`config.mk`:
```
export PLATFORM = sky130hd
export DESIGN_NAME = vend_credit_controller
export DESIGN_NICKNAME = d
export VERILOG_FILES = /design/src/rtl/vend_pkg.sv /design/src/rtl/coin_edge.sv /design/src/rtl/vend_credit_controller.sv
export SDC_FILE = /design/constraint.sdc
export NUM_CORES = 1
export LEC_CHECK = 0
export BUFFER_PORTS_ARGS = -buffer_cell sky130_fd_sc_hd__clkbuf_2
export CAP_MARGIN = 20
export CORE_AREA = 4 4 59 61
export DETAILED_ROUTE_END_ITERATION = 8
export DIE_AREA = 0 0 63 65
export PLACE_DENSITY = 0.79
export SYNTH_ARGS = -nofsm -noshare
export SYNTH_HDL_FRONTEND = slang
export SYNTH_HIERARCHICAL = 1
export SYNTH_SLANG_ARGS = --single-unit
```
`constraint.sdc`:
```
create_clock -name CLK -period 2.3 [get_ports CLK]
set_input_delay 0.46 -clock CLK [delete_from_list [all_inputs] [get_ports CLK]]
set_output_delay 0.46 -clock CLK [all_outputs]
set_load 0.01 [all_outputs]
```
`src/rtl/vend_pkg.sv`:
```
// Shared types and constants for the vending machine credit controller.
// Credit is a one-hot vector: bit n set means n quarters.
package vend_pkg;

    typedef enum logic [1:0] {
        ACCUM,
        VEND,
        PAYOUT
    } state_t;

    localparam int CREDIT_W    = 7;
    localparam int QUARTER_VAL = 1;
    localparam int DOLLAR_VAL  = 4;

    // Out-of-range counts yield all-zero, which the controller never requests.
    function automatic logic [CREDIT_W-1:0] onehot(input int n);
        logic [CREDIT_W-1:0] v;
        v = '0;
        for (int i = 0; i < CREDIT_W; i++) begin
            v[i] = (i == n);
        end
        return v;
    endfunction

endpackage

```
`src/rtl/coin_edge.sv`:
```
// Rising-event detector for one front-panel level input.
// The previous-level register samples every falling edge regardless of controller state.
module coin_edge (
    input  logic clk,
    input  logic rst_n,
    input  logic level,
    output logic rise
);

    logic prev;

    always_ff @(negedge clk or negedge rst_n) begin
        if (!rst_n) begin
            prev <= 1'b0;
        end else begin
            prev <= level;
        end
    end

    assign rise = level & ~prev;

endmodule

```
`src/rtl/vend_credit_controller.sv`:
```
// Credit accumulation, vend and change/refund sequencing for the vending machine.
// All state and outputs update on the falling edge of CLK.
module vend_credit_controller
    import vend_pkg::*;
#(
    parameter int PRICE_Q  = 6,
    parameter int DOLLAR_Q = DOLLAR_VAL
) (
    input  logic                CLK,
    input  logic                RES,
    input  logic                quarter_in,
    input  logic                dollar_in,
    input  logic                cancel_in,
    output logic [CREDIT_W-1:0] credit,
    output logic                vend,
    output logic                change_q,
    output logic                coin_reject,
    output logic                busy
);

    localparam logic [3:0] PRICE4   = 4'(PRICE_Q);
    localparam logic [3:0] DOLLAR4  = 4'(DOLLAR_Q);
    localparam logic [3:0] QUARTER4 = 4'(QUARTER_VAL);

    state_t     state;
    logic [2:0] chg_cnt;
    logic       quarter_ev;
    logic       dollar_ev;
    logic       cancel_ev;
    logic       coin_ev;
    logic [2:0] cur_n;
    logic [3:0] coin_val;
    logic [3:0] total;

    coin_edge u_quarter (.clk(CLK), .rst_n(RES), .level(quarter_in), .rise(quarter_ev));
    coin_edge u_dollar  (.clk(CLK), .rst_n(RES), .level(dollar_in),  .rise(dollar_ev));
    coin_edge u_cancel  (.clk(CLK), .rst_n(RES), .level(cancel_in),  .rise(cancel_ev));

    // Decode the one-hot credit and form the 4-bit running total (max 5 + a dollar).
    always_comb begin
        cur_n = '0;
        for (int i = 0; i < CREDIT_W; i++) begin
            if (credit[i]) begin
                cur_n = 3'(i);
            end
        end
        coin_ev  = dollar_ev | quarter_ev;
        coin_val = dollar_ev ? DOLLAR4 : QUARTER4;
        total    = {1'b0, cur_n} + coin_val;
    end

    always_ff @(negedge CLK or negedge RES) begin
        if (!RES) begin
            state       <= ACCUM;
            credit      <= onehot(0);
            chg_cnt     <= '0;
            vend        <= 1'b0;
            change_q    <= 1'b0;
            coin_reject <= 1'b0;
            busy        <= 1'b0;
        end else begin
            vend        <= 1'b0;
            change_q    <= 1'b0;
            coin_reject <= 1'b0;
            case (state)
                ACCUM: begin
                    busy <= 1'b0;
                    // Cancel outranks any coin arriving in the same cycle.
                    if (cancel_ev) begin
                        coin_reject <= coin_ev;
                        if (cur_n != 3'd0) begin
                            chg_cnt  <= cur_n;
                            state    <= PAYOUT;
                            change_q <= 1'b1;
                            busy     <= 1'b1;
                        end
                    end else if (coin_ev) begin
                        coin_reject <= dollar_ev & quarter_ev;
                        if (total < PRICE4) begin
                            credit <= onehot(int'(total));
                        end else begin
                            chg_cnt <= 3'(total - PRICE4);
                            credit  <= onehot(0);
                            state   <= VEND;
                            vend    <= 1'b1;
                            busy    <= 1'b1;
                        end
                    end
                end
                VEND: begin
                    coin_reject <= coin_ev;
                    if (chg_cnt != 3'd0) begin
                        credit   <= onehot(int'(chg_cnt));
                        state    <= PAYOUT;
                        change_q <= 1'b1;
                        busy     <= 1'b1;
                    end else begin
                        state <= ACCUM;
                        busy  <= 1'b0;
                    end
                end
                PAYOUT: begin
                    coin_reject <= coin_ev;
                    if (chg_cnt <= 3'd1) begin
                        chg_cnt <= '0;
                        credit  <= onehot(0);
                        state   <= ACCUM;
                        busy    <= 1'b0;
                    end else begin
                        chg_cnt  <= chg_cnt - 3'd1;
                        credit   <= onehot(int'(chg_cnt - 3'd1));
                        change_q <= 1'b1;
                        busy     <= 1'b1;
                    end
                end
                default: begin
                    state <= ACCUM;
                    busy  <= 1'b0;
                end
            endcase
        end
    end

endmodule

```
# Word-level counts from Yosys, hierarchy flattened
# Cells that the tools add are included.
# Widths: inputs -> output; s select.
# classes
n_addsub,4
order_cmp,2
n_eq_ne,27
muxes,40
n_bitwise,8
n_reduce_logical,12
# op_table
op,count
$mux 7,5
$logic_not 32->1,1
$mux 3,10
$eq 4x4->1 const A,6
$pmux 7 s3,1
$eq 3x4->1 const A,4
$mux 2,7
$eq 3x3->1 const A,4
$mux 1,12
$reduce_and 4->1,3
$ne 3x3->1 const B,3
$reduce_bool 3->1,3
$eq 2x4->1 const A,2
$ne 2x2->1 const B,4
$eq 2x3->1 const A,2
$pmux 1 s3,2
$pmux 2 s3,1
$pmux 3 s2,1
$add 3x3->4,1
$and 1x1->1,4
$logic_not 4->1,1
$lt 4x3->1 const B,1
$sub 3x1->4 const B,1
$le 3x1->1 const B,1
other kinds (11),13
# totals
ff_bits,19
inputBits,5
output_inout_bits,11

# Depth between registers and ports, before layout
# Gate-level depths: netlist (run 1).
# depth
depth_word,12
depth_mapped,10

# By module
# Netlist (run 1), hierarchy kept.
# by_module_without_submodules
mod,n_inst,cells_each,area_each_um2
vend_credit_controller,1,137,1307.5
coin_edge,3,2,38.8

==> results of run 1 <==
==> placed cells by master, fill, tap and decap left out, types with 4 or more instances in the layout <==
cell      synthesis  routed
o211ai_1          5       5
a21o_1            4       4
dfrtn_1          18      18
o21ai_0           7       5
buf_2             0       9
buf_6             0       5
buf_4             0      37
nor3_1            4       4
nand2_1           5       4
a21oi_1           8       7
ha_1             13      10
nor2_1            6       6
a32oi_1           6       6
inv_1            14      13
==> final cells by class <==
cell class                 instances  area, sq um  share of cell area (%)
multi-input combinational        108         1010                   50.06
sequential                        19        476.7                   23.64
timing repair buffer              55        409.1                   20.29
inverter                          13        48.80                   2.419
tap                               33        41.29                   2.047
clock buffer                       3        22.52                   1.117
clock inverter                     2        8.758                  0.4342
==> metrics by stage <==
stage / util [%] / area (sq um)
finish: 67.73 / 2017
global route: 67.73 / 2017
CTS: 64.41 / 1918
detailed placement: 59.33 / 1767
global placement: 59.33 / 1767
floorplan: - / 1473
==> repair_timing <==
| item | CTS | global route |
|---|---|---|
| resized for setup | 11 | 24 |
| pin swaps | 8 | 8 |
| endpoints found under the setup margin | 25 | 25 |
| buffers inserted | 10 | 4 |
==> sequential cells by signal, summed over array words and instances (netlist names) <==
name / cells
busy: 1
change_q: 1
chg_cnt: 3
coin_reject: 1
credit: 7
state: 2
u_cancel/prev: 1
u_dollar/prev: 1
u_quarter/prev: 1
vend: 1
==> critical path, delay by kind of cell <==
family,cells,cell delay (ns)
AOI/OAI and AO/OA,1,0.29
buffers and inverters,2,0.21
and+or+nand+nor,3,0.37
muxes,1,0.31
xor gates and xnor gates,1,0.19
adders and majority gates,1,0.26
==> metal layers <==
metal / up-vias / GRT usage [%] / share of wire [%]
met1: 696 / 26.91 / 40
met2: 67 / 35.97 / 50
li1: 655 / - / -
met4: 0 / 10.19 / 3.5
met5: - / 0 / 0
met3: 17 / 4.506 / 6.2
==> power by group <==
group          switching (mW)  internal (mW)  leakage, nW
registers              0.0893          0.473        0.240
logic                    1.34           1.21        0.689
clock network           0.121         0.0662       0.0192
total                    1.55           1.75        0.949
==> synth_stat cells (2+ instances only) <==
master / n
dfrtn_1: 18
inv_1: 14
ha_1: 13
a21oi_1: 8
o21ai_0: 7
a32oi_1: 6
nor2_1: 6
nand2_1: 5
o211ai_1: 5
a21o_1: 4
nor3_1: 4
o22ai_1: 4
mux2_4: 3
nand4_1: 3
nor2b_1: 3
nor2b_4: 3
a2111oi_4: 2
a221oi_1: 2
nand2b_1: 2
nand3_1: 2
nor2_2: 2
o21bai_1: 2
or3_1: 2
xnor2_1: 2
==> cells by family after synthesis <==
| logic type | share of synthesized area (%) |
|---|---|
| simple gates | 15.73 |
| fa+ha+maj | 11.42 |
| buf+inv | 4.217 |
| flops | 33.48 |
| mux | 3.163 |
| xor+xnor | 1.846 |
| compound gates | 30.14 |
==> worst paths after layout <==
kind                                start            end  slack (ns)  cells after the start
worst max-delay path            dollar_in     chg_cnt[2]       -0.79                      9
worst min-delay path            credit[0]      credit[0]        0.59                      1
worst max register to register  credit[2]     chg_cnt[2]       -0.16                     11
worst min register to register  credit[0]      credit[0]        0.59                      1
max in group asynchronous             RES  u_dollar/prev        0.83                      2
min in group asynchronous             RES      credit[6]        1.02                      1
==> summary.md, run 1 <==
| Metric | Value |
|---|---|
| Worst VDD drop | 758.3 uV |
| Leakage | 0.9486 nW |
| Crit path largest cell delay | 0.31 ns |
| GRT overflow | 0 |
| Routability cong. | 0.9066 |
| Sequential share of the synthesized area | 33.48% |
| I/O Pins | 16 |
| Data required, critical path | 1.31 ns |
| Final WS setup | -0.7918 ns |
| Layout Skew | 0.05719 ns |
| Chip Width | 63 um |
| CP Max Fanout | 3 |
| Worst slack at placement | -1.125 ns |
| TritonCTS clock tree | yes |
| Number of core rows | 20 |
| DP Cell Count | 216 |
| Ys flop type | dfrtn_1 |
| Hold slack | 0.5904 ns |
| Endpoint class of the critical path | flop |
| Share of cells above drive strength 1 | 45.50% |
| Final hold vios | 0 |
| Global-route wire length before repair | 6831 um |
| WL/cell | 18.90 um |
| Drt pass-1 iters | 4 |
| Die Y | 65 um |
| Synthesized net count | 161 |
| Cell area after synthesis | 1424 sq um |
| IO buf count | 15 |
| Antenna violations before repair | 0 |
| Power density over the cells | 1634 nW/um^2 |
| Largest net degree at the start of global routing | 13 |
| Initial Util | 47.82% |
| Cts hold-fix bufs | 0 |
| Setup TNS | -10.73 ns |
| Antenna viol nets, final | 0 |
| Final HPWL DP | 3010 um |
| Cell taking the most area after synthesis | dfrtn_1 |
| Async set or reset register ratio after synthesis | 100.0% |
| Pins Over Slew Limit | 0 |
| Post-synth EDFFs | 0 |
| Final Non-Filler Cells | 233 |
| Total CTS buffers | 3 |
| MaxCap Viol Count | 0 |
| Status | finished, violations left |
| Cells along the critical path | buf_6, nor2b_4, buf_6, ha_4, xor2_4, and2_4, a2111oi_4, nor2_4, mux2_4 |
| Critical Path Most Common Cell | buf_6 |
| Root Buffer | clkbuf_4 |
| Worst path arrival time | 2.10 ns |
| RSZ-0062 raised after global routing | true |
| Layout net count | 219 |
| Unique cell type count in the Yosys netlist | 45 |
| Seq cells post-synth | 19 |
| Cells after synthesis | 143 |
| Top post-synthesis cells by area | dfrtn_1 32%, ha_1 11%, a2111oi_4 3.9% |
| CTS sink count | 19 |
| Crit path launch type | input pin |
| H-tree depth | 1 |
| Critical path class | in -> reg |
| Final Setup Violations | 25 |
| WL final | 4403 um |
| Drt drc | 0 |
| Worst skew pair latency | 0.36 ns |
| DR vias | 1435 |
| Worst-path clk slew | 0.08 ns |
| Via density | 6.159 |
| Avg Cell Area, Syn | 9.957 sq um |
| Max clock buf depth | 2 |
| FILL cells | 207 |
| Total power | 3.296 mW |
| Vias in the first global route | 1392 |
| Failing checks | negative setup slack |
| Overall Global Routing Usage | 21.70% |
| Slowest cell on crit path | mux2_4 |
| Worst-Margin Slew | 0.4457 ns |
| Core Region | 2978 sq um |
| Antenna diode count | 0 |
| Full die area | 4095 sq um |
| Initial DRC Count | 83 |
| Max_slew headroom | 70.23% |
| Layout area overhead | 41.65% |
| Warnings, synthesis | 6 |
| Yosys top cell area share | 31.63% |
| Hold WC Path Type | reg -> reg |
No activity file was read; power rests on OpenSTA's default activity.
==> inputs of run 2 (changes only) <==
--- a/config.mk
+++ b/config.mk
@@ -5,12 +5,13 @@
 export SDC_FILE = /design/constraint.sdc
 export NUM_CORES = 1
 export LEC_CHECK = 0
+export ABC_AREA = 1
 export BUFFER_PORTS_ARGS = -buffer_cell sky130_fd_sc_hd__clkbuf_2
 export CAP_MARGIN = 20
 export CORE_AREA = 4 4 59 61
 export DETAILED_ROUTE_END_ITERATION = 8
 export DIE_AREA = 0 0 63 65
-export PLACE_DENSITY = 0.79
+export PLACE_DENSITY = 0.8
 export SYNTH_ARGS = -nofsm -noshare
 export SYNTH_HDL_FRONTEND = slang
 export SYNTH_HIERARCHICAL = 1
==> run 2 against run 1 <==
  * The flow still finishes with violations (negative setup slack)
  * Power is 11% lower
  * Synthesized cell count is 44% higher
  * Wire length is 13% lower
  * Final cell count is 21% higher
  * Final area is 0.56% lower
  * Combinational power is 14% lower
  * Sequential power is 4.4% lower
  * Critical path type unchanged
  * Critical endpoint is now credit[0]
==> summary.md, run 2 <==
| Metric | Value |
|---|---|
| Post-synth EDFFs | 0 |
| RSZ-0062 raised after global routing | true |
| CTS sink count | 19 |
| Cell taking the most area after synthesis | dfrtn_1 |
| H-tree depth | 1 |
| Data required, critical path | 1.45 ns |
| Leakage | 1.095 nW |
| Top delay family on crit path | buffers and inverters |
| Critical path class | in -> reg |
| WL/cell | 13.52 um |
| Layout Skew | 0.06131 ns |
| Seq cells post-synth | 19 |
| Cells along the critical path | clkbuf_16, inv_8, nor2_4, buf_4, ha_4, inv_2, nand2_4, nand2_4, buf_4, buf_4, nor3_1, o21bai_1, nand3_1 |
| Largest registers | credit (7), chg_cnt (3), state (2) |
| Drt pass-1 iters | 4 |
| Top post-synthesis cells by area | dfrtn_1 31%, nand2_1 17%, ha_1 11% |
| Initial Util | 48.95% |
| Initial DRC Count | 57 |
| FILL cells | 229 |
| Top-count cell post-synth | nand2_1 |
| Largest Register | credit |
| Failing checks | negative setup slack |
| WL final | 3814 um |
| Antenna violations before repair | 0 |
| Final WS setup | -0.5280 ns |
| Share of cells above drive strength 1 | 39.76% |
| Most frequent cells after synthesis | 65 x nand2_1, 33 x inv_1, 22 x nand3_1, 18 x dfrtn_1, 13 x ha_1 |
| Max_slew headroom | 75.40% |
| Drt drc | 0 |
| Antenna diode count | 0 |
| Cell area after synthesis | 1458 sq um |
| Total power | 2.925 mW |
| I/O Pins | 16 |
| Cells after synthesis | 206 |
| FF/Latch Area | 476.7 sq um |
| Setup TNS | -7.429 ns |
| Layout net count | 268 |
| Largest net degree at the start of global routing | 15 |
| Via density | 5.089 |
| Max reg flops | 7 |
| DR vias | 1435 |
| Full die area | 4095 sq um |
| Status | finished, violations left |
| Number of core rows | 20 |
| Most frequent cells in the layout | 52 x nand2_1, 26 x inv_1, 23 x buf_4 |
| Power density over the cells | 1458 nW/um^2 |
| Most common cell after layout, fill and taps aside | nand2_1 |
| Layout area overhead | 37.60% |
| Pins Over Slew Limit | 0 |
| Final hold vios | 0 |
| GRT overflow | 0 |
| Async set or reset register ratio after synthesis | 100.0% |
| Final HPWL DP | 2597 um |
| Routability cong. | 0.8804 |
| Antenna viol nets, final | 0 |
| Global-route wire length before repair | 5775 um |
| Endpoint class of the critical path | flop |
| Multi-input gate area | 1013 sq um |
| Worst VDD drop | 619.0 uV |
| IO buf count | 15 |
| Overall Global Routing Usage | 17.59% |
| Vias in the first global route | 1390 |
| Slowest cell on crit path | ha_4 |
| Worst-Margin Slew | 0.3677 ns |
| Synthesized net count | 224 |
| Final Setup Violations | 25 |
| Worst path arrival time | 1.98 ns |
| Core Region | 2978 sq um |
| Critical Path Most Common Cell | buf_4 |
| Unique cell type count in the Yosys netlist | 26 |
| Max clock buf depth | 2 |
| Avg Cell Area, Syn | 7.076 sq um |
| CP Max Fanout | 3 |
| Sequential share of the synthesized area | 32.70% |
| Worst skew pair latency | 0.36 ns |
| MaxCap Viol Count | 0 |
| Hold WC Path Type | reg -> reg |
| Chip Width | 63 um |
| Root Buffer | clkbuf_4 |
| Crit path launch type | input pin |
| TritonCTS clock tree | yes |
| CP Buf/Inv Count | 6 |
| Die Y | 65 um |
| Warnings, synthesis | 6 |
| Total CTS buffers | 3 |
| Worst-path clk slew | 0.08 ns |
| Crit path largest cell delay | 0.29 ns |
| Ys flop type | dfrtn_1 |
| Yosys top cell area share | 30.90% |
[run 2: changes by cell type in the layout (fill, tap and decap cells not counted), moves of 4 or more]
| cell | before | now |
|---|---|---|
| nand3_1 | 2 | 18 |
| nor2_2 | 1 | 6 |
| inv_2 | 1 | 7 |
| a21oi_1 | 7 | 3 |
| buf_4 | 37 | 23 |
| nand2_1 | 4 | 52 |
| a32oi_1 | 6 | 0 |
| a21o_1 | 4 | 0 |
| nor2_4 | 1 | 6 |
| nand2_2 | 1 | 11 |
| o211ai_1 | 5 | 0 |
| inv_1 | 13 | 26 |
| nand2_4 | 0 | 8 |
[run 2: area by class of cell]
| type | instances | area share, % |
|---|---|---|
| tap | 33 | 2.059 |
| multi-input combinational | 151 | 50.53 |
| inverter | 35 | 7.424 |
| sequential | 19 | 23.77 |
| timing repair buffer | 39 | 14.66 |
| clock inverter | 2 | 0.4367 |
| clock buffer | 3 | 1.123 |
[run 2: through the flow]
stage                     hold slack (ns)  setup WS, ns  cells  area (sq um)  utilization (%)
after detailed placement           0.4703       -0.9159    266          1729            58.07
after global placement             0.4694       -0.8261    266          1729            58.07
after global routing               0.5246       -0.5778    282          2006            67.35
after floorplan                    0.4503       -0.5770    206          1523                -
after CTS                          0.4897       -0.4249    277          1904            63.95
final                              0.4890       -0.5280    282          2006            67.35
[run 2: metal layers]
metal	track usage, %	vias up	wire length (um)
met5	0	-	0
li1	-	730	-
met4	6.061	0	69
met3	2.773	9	114
met2	32.02	30	2036
met1	20.88	666	1593
[run 2: repair_timing]
item | 4_1_cts | 5_1_grt
pin swaps | 13 | 11
hold buffers | 0 | 0
endpoints found under the setup margin | 25 | 25
setup buffers | 7 | 5
endpoints found under the hold margin | 0 | 0
gates resized for setup | 24 | 26
[run 2: cell families after synthesis]
| logic type | Yosys count | synth area share [%] |
|---|---|---|
| compound gates | 18 | 7.554 |
| fa+ha+maj | 13 | 11.16 |
| buf+inv | 36 | 9.443 |
| flops | 19 | 32.70 |
| simple gates | 120 | 39.14 |
[run 2: worst reg2reg max path: stages, from the launching register on]
cell,delay (ns)
dfrtn_1,0.35
buf_4,0.13
buf_4,0.12
inv_1,0.06
nand2_1,0.06
nand2_1,0.09
nand2_1,0.07
nand2_1,0.10
inv_1,0.08
ha_4,0.17
ha_4,0.16
inv_2,0.08
nand2_4,0.07
buf_4,0.13
nand3_2,0.09
nand3_2,0.09
nand3_2,0.08
nand2_1,0.05
nand3_1,0.08
nand2_1,0.06
[run 2: power breakdown]
| group | internal [mW] | switching, mW | leakage (nW) |
|---|---|---|---|
| Clock | 0.0673 | 0.119 | 0.0230 |
| Combinational | 0.890 | 1.31 | 0.829 |
| Sequential | 0.459 | 0.0780 | 0.243 |
[run 2: path summary, 6_finish.rpt]
check	from	endpoint	slack (ns)	cells past startpoint
max in group asynchronous	RES	credit[2]	0.78	2
min in group asynchronous	RES	u_cancel/prev	1.08	1
min	state[1]	state[1]	0.49	2
max reg2reg	credit[3]	chg_cnt[2]	0.05	19
max	dollar_in	credit[0]	-0.53	13
min reg2reg	state[1]	state[1]	0.49	2
==> inputs of run 3 (changes only) <==
==> constraint.sdc (replaced) <==
create_clock -name CLK -period 2.3 [get_ports CLK]
set_input_delay 0.46 -clock CLK [delete_from_list [all_inputs] [get_ports CLK]]
set_output_delay 0.46 -clock CLK [all_outputs]
set_load 0.05 [all_outputs]
==> run 3 against run 2 <==
  * The run still ends with negative setup slack left
  * Wire length grew 11%
  * Critical path depth grew 1
  * Sequential cell count did not move
  * Power up 12%
  * Final cell count rose by 0.35%
  * Sequential share of layout area shrank 1.2 points
  * Highest routed layer unchanged
==> summary.md, run 3 (same netlist as run 2, synthesis figures left out) <==
| Metric | Value |
|---|---|
| Vias in the first global route | 1581 |
| Crit path launch type | input pin |
| Worst skew pair latency | 0.38 ns |
| IO buf count | 15 |
| Global-route wire length before repair | 6693 um |
| Full die area | 4095 sq um |
| Setup TNS | -8.841 ns |
| Worst-Margin Slew | 0.3744 ns |
| Total CTS buffers | 3 |
| Routability cong. | 0.8603 |
| Power density over the cells | 1554 nW/um^2 |
| Final Non-Filler Cells | 283 |
| Utilization after layout | 71.01% |
| Most frequent cells in the layout | 54 x nand2_1, 27 x inv_1, 24 x buf_4 |
| FILL cells | 207 |
| Share of cells above drive strength 1 | 38.00% |
| Largest Register | credit |
| H-tree depth | 1 |
| Worst VDD drop | 718.7 uV |
| Drt pass-1 iters | 4 |
| WL final | 4230 um |
| Largest net degree at the start of global routing | 15 |
| Hold WC Path Type | reg -> reg |
| Most common cell after layout, fill and taps aside | nand2_1 |
| Status | finished, violations left |
| Overall Global Routing Usage | 20.67% |
| Initial DRC Count | 86 |
| Multi-input gate area | 985.9 sq um |
| DR vias | 1550 |
| Antenna viol nets, final | 0 |
| Max reg flops | 7 |
| Layout net count | 269 |
| Final WS setup | -0.5692 ns |
| Root Buffer | clkbuf_4 |
| Critical path class | in -> reg |
| Max clock buf depth | 2 |
| Hold slack | 0.5012 ns |
| MaxCap Viol Count | 0 |
| Leakage | 1.106 nW |
| TritonCTS clock tree | yes |
| Antenna violations before repair | 0 |
| Worst-path clk slew | 0.08 ns |
| Final hold vios | 0 |
| Layout Skew | 0.07316 ns |
| DP Cell Count | 268 |
| Worst path arrival time | 1.89 ns |
| Die Y | 65 um |
| Via density | 5.477 |
| Max_slew headroom | 74.95% |
| I/O Pins | 16 |
| Initial Util | 48.95% |
| Number of core rows | 20 |
| Final Setup Violations | 26 |
| GRT overflow | 0 |
| Core Region | 2978 sq um |
| WL/cell | 14.95 um |
| Largest registers | credit (7), chg_cnt (3), state (2) |
| CTS sink count | 19 |
| Data required, critical path | 1.32 ns |
| Layout area overhead | 45.06% |
| CP Max Fanout | 6 |
| FF/Latch Area | 476.7 sq um |
| Final HPWL DP | 2742 um |
| Chip Width | 63 um |
| Pins Over Slew Limit | 0 |
| Endpoint class of the critical path | flop |
| Drt drc | 0 |
| Failing checks | negative setup slack |
| RSZ-0062 raised after global routing | true |
| Antenna diode count | 0 |
## run 3: changes by cell type in the layout (fill, tap and decap cells not counted), moves of 2 or more
cell	before	now
nand2_1	52	54
buf_2	10	0
nand2_4	8	5
buf_12	0	3
buf_8	0	7
## run 3: repair_timing
action / 4_1_cts / 5_1_grt
resized for setup: 32 / 21
pin swaps: 7 / 13
setup buffers: 5 / 6
hold buffers: 0 / 0
endpoints found under the setup margin: 25 / 26
## run 3: layout make-up
cell class              count  area share, %
clock buffers               3          1.065
clock inverters             2         0.4142
inverters                  35          7.041
multi-input cells         151          46.63
flip-flops and latches     19          22.54
well taps                  33          1.953
repair buffers             40          20.36
## run 3: per-layer routing
metal | GRT usage [%] | share of wire (%) | wire length [um] | up-vias
met3 | 3.813 | 4.5 | 191 | 27
met2 | 37.81 | 52 | 2196 | 73
li1 | - | - | - | 731
met1 | 22.62 | 39 | 1645 | 719
met5 | 0 | 0 | 0 | -
met4 | 10.74 | 4.7 | 197 | 0
## run 3: critical path: stages
cell	delay, ns
clkbuf_16	0.11
inv_8	0.03
nor2_4	0.13
inv_2	0.07
ha_4	0.17
ha_4	0.16
nand2_2	0.12
nand2_4	0.08
nand2_2	0.06
nand3_2	0.09
nand2_2	0.13
nand2_4	0.09
nand3_1	0.11
nand2_1	0.06
## run 3: power by group
group          leakage, nW  switching [mW]  internal, mW
combinational        0.841            1.49          1.03
clock               0.0230           0.125        0.0674
sequential           0.243           0.111         0.460
total                 1.11            1.73          1.55
## run 3: metrics by stage
step           setup WS [ns]  power (mW)  area (sq um)
2_1_floorplan        -0.5770       2.002          1523
3_3_place_gp         -0.8215       2.511          1789
3_5_place_dp         -0.8794       2.577          1789
4_1_cts              -0.4204       2.960          1999
5_1_grt              -0.6396       3.505          2115
6_report             -0.5692       3.285          2115
## run 3: worst paths after layout
check / start / to / slack [ns] / depth (start not counted)
max: dollar_in / chg_cnt[0] / -0.57 / 14
min: state[0] / state[0] / 0.50 / 2
max reg2reg: credit[1] / chg_cnt[0] / 0 / 18
min reg2reg: state[0] / state[0] / 0.50 / 2
max in group asynchronous: RES / chg_cnt[0] / 0.77 / 2
min in group asynchronous: RES / vend / 1.07 / 1
